--- src/rtl/display_mux_driver.sv ---
// Two-digit 7-segment multiplexer: latches a BCD tens/units pair on a load strobe
// and alternates both digits on one shared segment bus at a fixed refresh rate.
module display_mux_driver #(
  parameter int REFRESH_PERIOD     = 1000,
  parameter bit BLANK_LEADING_ZERO = 1'b1
) (
  input  logic       clk,
  input  logic       reset,
  input  logic       load,
  input  logic [3:0] ten_count,
  input  logic [3:0] unit_count,
  output logic [6:0] segments,
  output logic       digit
);

  localparam int CNT_W = (REFRESH_PERIOD > 2) ? $clog2(REFRESH_PERIOD) : 1;
  localparam logic [CNT_W-1:0] CNT_MAX = CNT_W'(REFRESH_PERIOD - 1);

  logic [3:0]       r_tensQ;
  logic [3:0]       r_unitsQ;
  logic [CNT_W-1:0] r_refreshCnt;
  logic             r_digit;
  logic [6:0]       r_segments;

  logic             w_wrap;
  logic             w_digitNext;
  logic [3:0]       w_sel;
  logic             w_blank;
  logic [6:0]       w_segNext;

  assign segments = r_segments;
  assign digit    = r_digit;

  always_ff @(posedge clk) begin
    if (reset) begin
      r_tensQ  <= 4'd0;
      r_unitsQ <= 4'd0;
    end else if (load) begin
      r_tensQ  <= ten_count;
      r_unitsQ <= unit_count;
    end
  end

  // Decode uses the digit being registered this edge so digit and segments never disagree.
  always_comb begin
    w_wrap      = (r_refreshCnt == CNT_MAX);
    w_digitNext = w_wrap ? ~r_digit : r_digit;
    w_sel       = w_digitNext ? r_tensQ : r_unitsQ;
    w_blank     = BLANK_LEADING_ZERO && w_digitNext && (r_tensQ == 4'd0);
    w_segNext   = 7'h40;
    case (w_sel)
      4'd0:    w_segNext = 7'h3F;
      4'd1:    w_segNext = 7'h06;
      4'd2:    w_segNext = 7'h5B;
      4'd3:    w_segNext = 7'h4F;
      4'd4:    w_segNext = 7'h66;
      4'd5:    w_segNext = 7'h6D;
      4'd6:    w_segNext = 7'h7D;
      4'd7:    w_segNext = 7'h07;
      4'd8:    w_segNext = 7'h7F;
      4'd9:    w_segNext = 7'h6F;
      default: w_segNext = 7'h40;
    endcase
    if (w_blank) begin
      w_segNext = 7'h00;
    end
  end

  always_ff @(posedge clk) begin
    if (reset) begin
      r_refreshCnt <= '0;
      r_digit      <= 1'b0;
      r_segments   <= 7'h00;
    end else begin
      r_refreshCnt <= w_wrap ? '0 : r_refreshCnt + CNT_W'(1);
      r_digit      <= w_digitNext;
      r_segments   <= w_segNext;
    end
  end

endmodule

--- config.mk ---
export PLATFORM = sky130hd
export DESIGN_NAME = display_mux_driver
export DESIGN_NICKNAME = d
export VERILOG_FILES = /design/src/rtl/display_mux_driver.sv
export SDC_FILE = /design/constraint.sdc
export NUM_CORES = 1
export LEC_CHECK = 0
export CORE_ASPECT_RATIO = 0.6
export CORE_UTILIZATION = 55
export CTS_BUF_LIST = sky130_fd_sc_hd__clkbuf_8
export CTS_CLUSTER_DIAMETER = 120
export DETAILED_ROUTE_END_ITERATION = 7
export PLACE_DENSITY = 0.9
export SETUP_SLACK_MARGIN = 0.02
export SLEW_MARGIN = 20
export SYNTH_ARGS = -nofsm -noshare
export SYNTH_HDL_FRONTEND = slang
export SYNTH_SLANG_ARGS = --single-unit
--- constraint.sdc ---
create_clock -name clk -period 2.6 [get_ports clk]
set_input_delay 0.65 -clock clk [delete_from_list [all_inputs] [get_ports clk]]
set_output_delay 0.65 -clock clk [all_outputs]
set_load 0.01 [all_outputs]
### Word-level counts from Yosys, hierarchy flattened

Memories as Yosys holds them, arrays and structs flattened. A register that Yosys moved wholly into a read port is not among the register bits.
Cells that the tools add are included.

* register bits: 19
* memories: 1
* output and inout bits: 8
* memory bits (read-only): 112
* bits of input ports: 11
* word-level logic and storage cells: 14

* muxes and demuxes: 2
* reductions and logical operators: 4
* add/subtract/negate cells: 1
* equality and inequality tests: 1
* bitwise operators: 1

Memories
* (name not given): depth 16, bits a word 7, rd ports 1, clocked after Yosys merged registers in 1, wr ports 0, line 51 `case (w_sel)`

Operators with widths (count)
* adder 10 x 1 -> 10 bit, second input constant: 1
* equality test 10 bit, second input constant: 1
* logical NOT 4 bit: 1
* 2-to-1 mux 4 bit: 1
* OR reduction 2 bit: 2
* logical AND 1 bit: 1
* 2-to-1 mux 1 bit: 1
* inverter 1 bit: 1

### Longest topological paths before layout

* depth in word-level cells: 4
* gate-level depth with buffers: 11
* mapped depth without buffers: 10

### Least setup slack after synthesis

OpenSTA, ideal clock, no wires.

* kind: flip-flop to flip-flop
* start point: register r_refreshCnt[0]
* end point: register r_segments[1] (netlist: segments[1])
* arrival: 2.172 ns
* path buffers: 1
* cell stages (with the launch flop): 11
* slack: 0.309 ns
* required time: 2.480 ns
* cells stage by stage: dfxtp_1 -> ha_1 -> buf_4 -> inv_2 -> o31ai_4 -> nand2_2 -> mux2i_1 -> inv_1 -> ha_1 -> nor2_1 -> o31a_1

* cells in the longest elaborated chain, start to end: 4
* elaborated cells on any way between the ends: 5
* those cells by class: eq/ne: 1; mux: 2; reduce/logical: 2

Ends and longest elaborated chain
* start, declared: line 21 `logic [CNT_W-1:0] r_refreshCnt;`
* start signal, assigned: line 75 `r_refreshCnt <= w_wrap ? '0 : r_refreshCnt + CNT_W'(1);`
* equality test 10 bit (*): line 46 `w_wrap = (r_refreshCnt == CNT_MAX);`
* 2-to-1 mux 1 bit (*): line 47 `w_digitNext = w_wrap ? ~r_digit : r_digit;`
* logical AND 1 bit: line 49 `w_blank = BLANK_LEADING_ZERO && w_digitNext && (r_tensQ == 4'd0);`
* OR reduction 2 bit (no line)
* end, declared: line 23 `logic [6:0] r_segments;`

Every way passes the cells marked *; elsewhere a longest branch is shown, timed or not.
A chain may end at the register's enable or synchronous reset.

### Worst setup path in the final report

* start point: register r_refreshCnt[0]
* end point: register r_segments[6] (netlist: segments[6])

Same word-level chain as after synthesis.

==> flow_summary.ini <==
[worst_setup_path]
ff2ff_setup_slack_ns = 0.13
critPathKind = reg -> reg
cp_top_family = compound AO/OA/AOI/OAI gates
critPathMaxFanout = 8
critical_path.startpoint_type = register
cpMostUsedCell = sky130_fd_sc_hd__ha_1
worstPathCellList = ha_1 > inv_2 > o31ai_4 > nand2_2 > mux2i_2 > inv_1 > ha_1 > a21oi_1 > or3_1 > o311a_1
critical_path.max_stage_delay_ns = 0.40
reg2reg_from = r_refreshCnt[0]
worst-path-buf-inv = 2
critical_path.endpoint_type = register
cell_with_the_largest_stage_delay_on_the_worst_path = sky130_fd_sc_hd__dfxtp_1
required_arrival_time_at_the_worst_endpoint_ns = 2.75
worst_r2r_path_depth = 10
path_depth = 10
timing.critical_path.arrival_ns = 2.62
reg2reg_to = segments[6]

[clocking]
insertion_delay_ns = 0.27
cts-root-buf = sky130_fd_sc_hd__clkbuf_8
tritoncts_num_sinks = 26
clock_tree.htree_level_count = 1
holdBufCountCts = 0
clk_pin_slew_ns = 0.08
cts_inserted_buffers = 3
max_clock_buf_depth = 2
cts_tree = done

[final_layout]
final_net_count = 192
drive_above_1_share = 0.116
nFillCells = 171
postLayoutCoreUtil = 0.735
layout.cell_area.non_filler_mm2 = 0.00170
n_antenna_cell = 0
layout_overhead_on_the_synthesized_area_pct = 17.9

[yosys]
synthesis.nets = 173
synth_cell_type_count = 44
netlist_top_cells_area = sky130_fd_sc_hd__dfxtp_1, sky130_fd_sc_hd__mux2i_1, sky130_fd_sc_hd__nor2_1, sky130_fd_sc_hd__ha_1, sky130_fd_sc_hd__xnor2_1
synth_area_per_cell_um2 = 9.29
yosys-top-cells-count = sky130_fd_sc_hd__dfxtp_1, sky130_fd_sc_hd__nor2_1, sky130_fd_sc_hd__mux2i_1
asyncSetResetFlopFracSynth = 0
synth_enable_flop_cells = 0
yosysWarnings = 0
synth_top_flop_cell = sky130_fd_sc_hd__dfxtp_1
ys_seq_elements = 26
netlist.area_leader.share = 0.361
syn-instance-count = 155
netlist_area_mm2 = 0.00144
synthDominantAreaCellType = sky130_fd_sc_hd__dfxtp_1
synth.yosys.seq_area_share = 0.361

[floorplanning]
die-height_um = 41.6
core.rowCount = 13
initial_core_utilization = 0.624
die_w_um = 68.1
floorplan.die_area_mm2 = 0.00283
placeableCoreArea_mm2 = 0.00231
floorplan.io_pins = 19

[global_route]
antenna_violations_before_repair = 0
overflow = 0
grt_util_all_layers = 0.270
grt_pass1_vias = 1120
grt_max_degree = 14
global_route_wire_length_before_repair_um = 5550

[sta]
max_freq_mhz = 404
grt_setup_unrepaired = no
worst_margin_pin_slew_ns = 0.510
hold_violations = 0
final-setup-viol-count = 0
final.setup_skew_ns = 0.00315
holdWs_ns = 0.511
final-max-slew-violation-count = 0
finalSetupTns_ns = 0
maxSlewHeadroom = 0.659
final_critical_period_ns = 2.47
min_period_over_period = 0.952

[power]
powerDensity_mw_per_mm2 = 472
power.share.combinational = 0.169
vdd.ir_drop.worst_v = 0.000398
switching_part_of_the_total_power = 0.258
switchingPower_mw = 0.207
part_of_the_total_power_dissipated_in_sequential_elements = 0.553
cellInternalPower_mw = 0.595
leak_nw = 0.690
clkPwrFrac = 0.277

[routing]
via_per_inst = 6.09
detail_route.iter0.violations = 98
route.antenna.remaining_nets = 0
post_drt_wl_per_cell_um = 16.8
first_pass_iters = 4
drc_errors = 0
dr_total_vias = 1230
routed_wirelength_um = 3390

[outcome]
outcome = complete, no violations

[placed_design]
detailed_place.area_mm2 = 0.00165
detailed_place_hpwl_um = 2550
portBuffers = 18
gp_congestion = 0.931

[hold_path]
endpoint_worst_hold = r_refreshCnt[0]
hp-class = reg -> reg
worstHoldPathCells = 1
holdCritStartpoint = r_refreshCnt[0]

[flow_run]
max_cap_violations = 0
[power groups by stage]
stage          logic [mW]  registers [mW]  clock network (mW)
2_1_floorplan      0.0766           0.447                   0
3_3_place_gp        0.126           0.450                   0
3_5_place_dp        0.133           0.451                   0
4_1_cts             0.135           0.442               0.226
5_1_grt             0.148           0.447               0.247
6_report            0.136           0.444               0.222
[layout make-up]
class	instances	area [µm²]	area share
multi-input cells	111	851	0.501
flip-flops and latches	26	520	0.307
repair buffers	22	210	0.124
clock buffers	3	41.3	0.0243
inverters	10	37.5	0.0221
well taps	30	37.5	0.0221
[registers in the layout, indices dropped and copies added (netlist names)]
| register | flops |
|---|---|
| r_unitsQ | 4 |
| r_tensQ | 4 |
| r_refreshCnt | 10 |
| digit | 1 |
| segments | 7 |
[logic make-up (layout without fill, tap and decap cells)]
family                     after synthesis  count (layout)  synth area share
adders and majority gates                7               7            0.0608
DFF                                     26              26             0.361
and+or+nand+nor                         57              57             0.229
AOI/OAI and AO/OA                       24              24             0.145
buffers and inverters                   18              35            0.0504
xor gates and xnor gates                 8               8            0.0487
muxes                                   15              15             0.105
[cells in the final DEF, fill, tap and decap left out, drive strengths merged, types with 2 or more instances in the layout]
master,n
nand4,3
ha,7
clkdlybuf4s50,18
nor4b,2
buf,4
xor2,3
nor2,27
a21oi,5
nor3,2
nand3,5
o31a,2
a31oi,4
and3,4
nand2,7
dfxtp,26
clkbuf,3
mux2i,14
o31ai,3
inv,10
o32ai,2
xnor2,5
[timing repair]
item	CTS	global route
gates resized for setup	0	1
endpoints found under the hold margin	0	0
buffers inserted	0	0
setup endpoints to repair	0	3
[per-stage QoR]
| stage | std cells | setup slack (ns) | total power [mW] |
|---|---|---|---|
| after global placement | 199 | 0.328 | 0.576 |
| after detailed placement | 199 | 0.148 | 0.584 |
| after floorplan | 155 | 0.309 | 0.523 |
| final | 202 | 0.126 | 0.802 |
| after global routing | 202 | 0.0259 | 0.843 |
| after CTS | 202 | 0.0779 | 0.803 |
[worst max path at each step]
stage,startpoint,endpoint
after floorplan,r_refreshCnt[0],segments[1]
after global placement,r_refreshCnt[2],segments[4]
after detailed placement,r_refreshCnt[2],segments[1]
after CTS,r_refreshCnt[2],segments[1]
after global routing,r_refreshCnt[2],segments[6]
final,r_refreshCnt[0],segments[6]
[per-layer routing]
layer,track usage,wire [µm]
met5,0,0
met3,0.0879,366
met1,0.392,1490
met2,0.386,1480
met4,0.0583,46
Note: power is estimated with default switching activity, not from simulation.
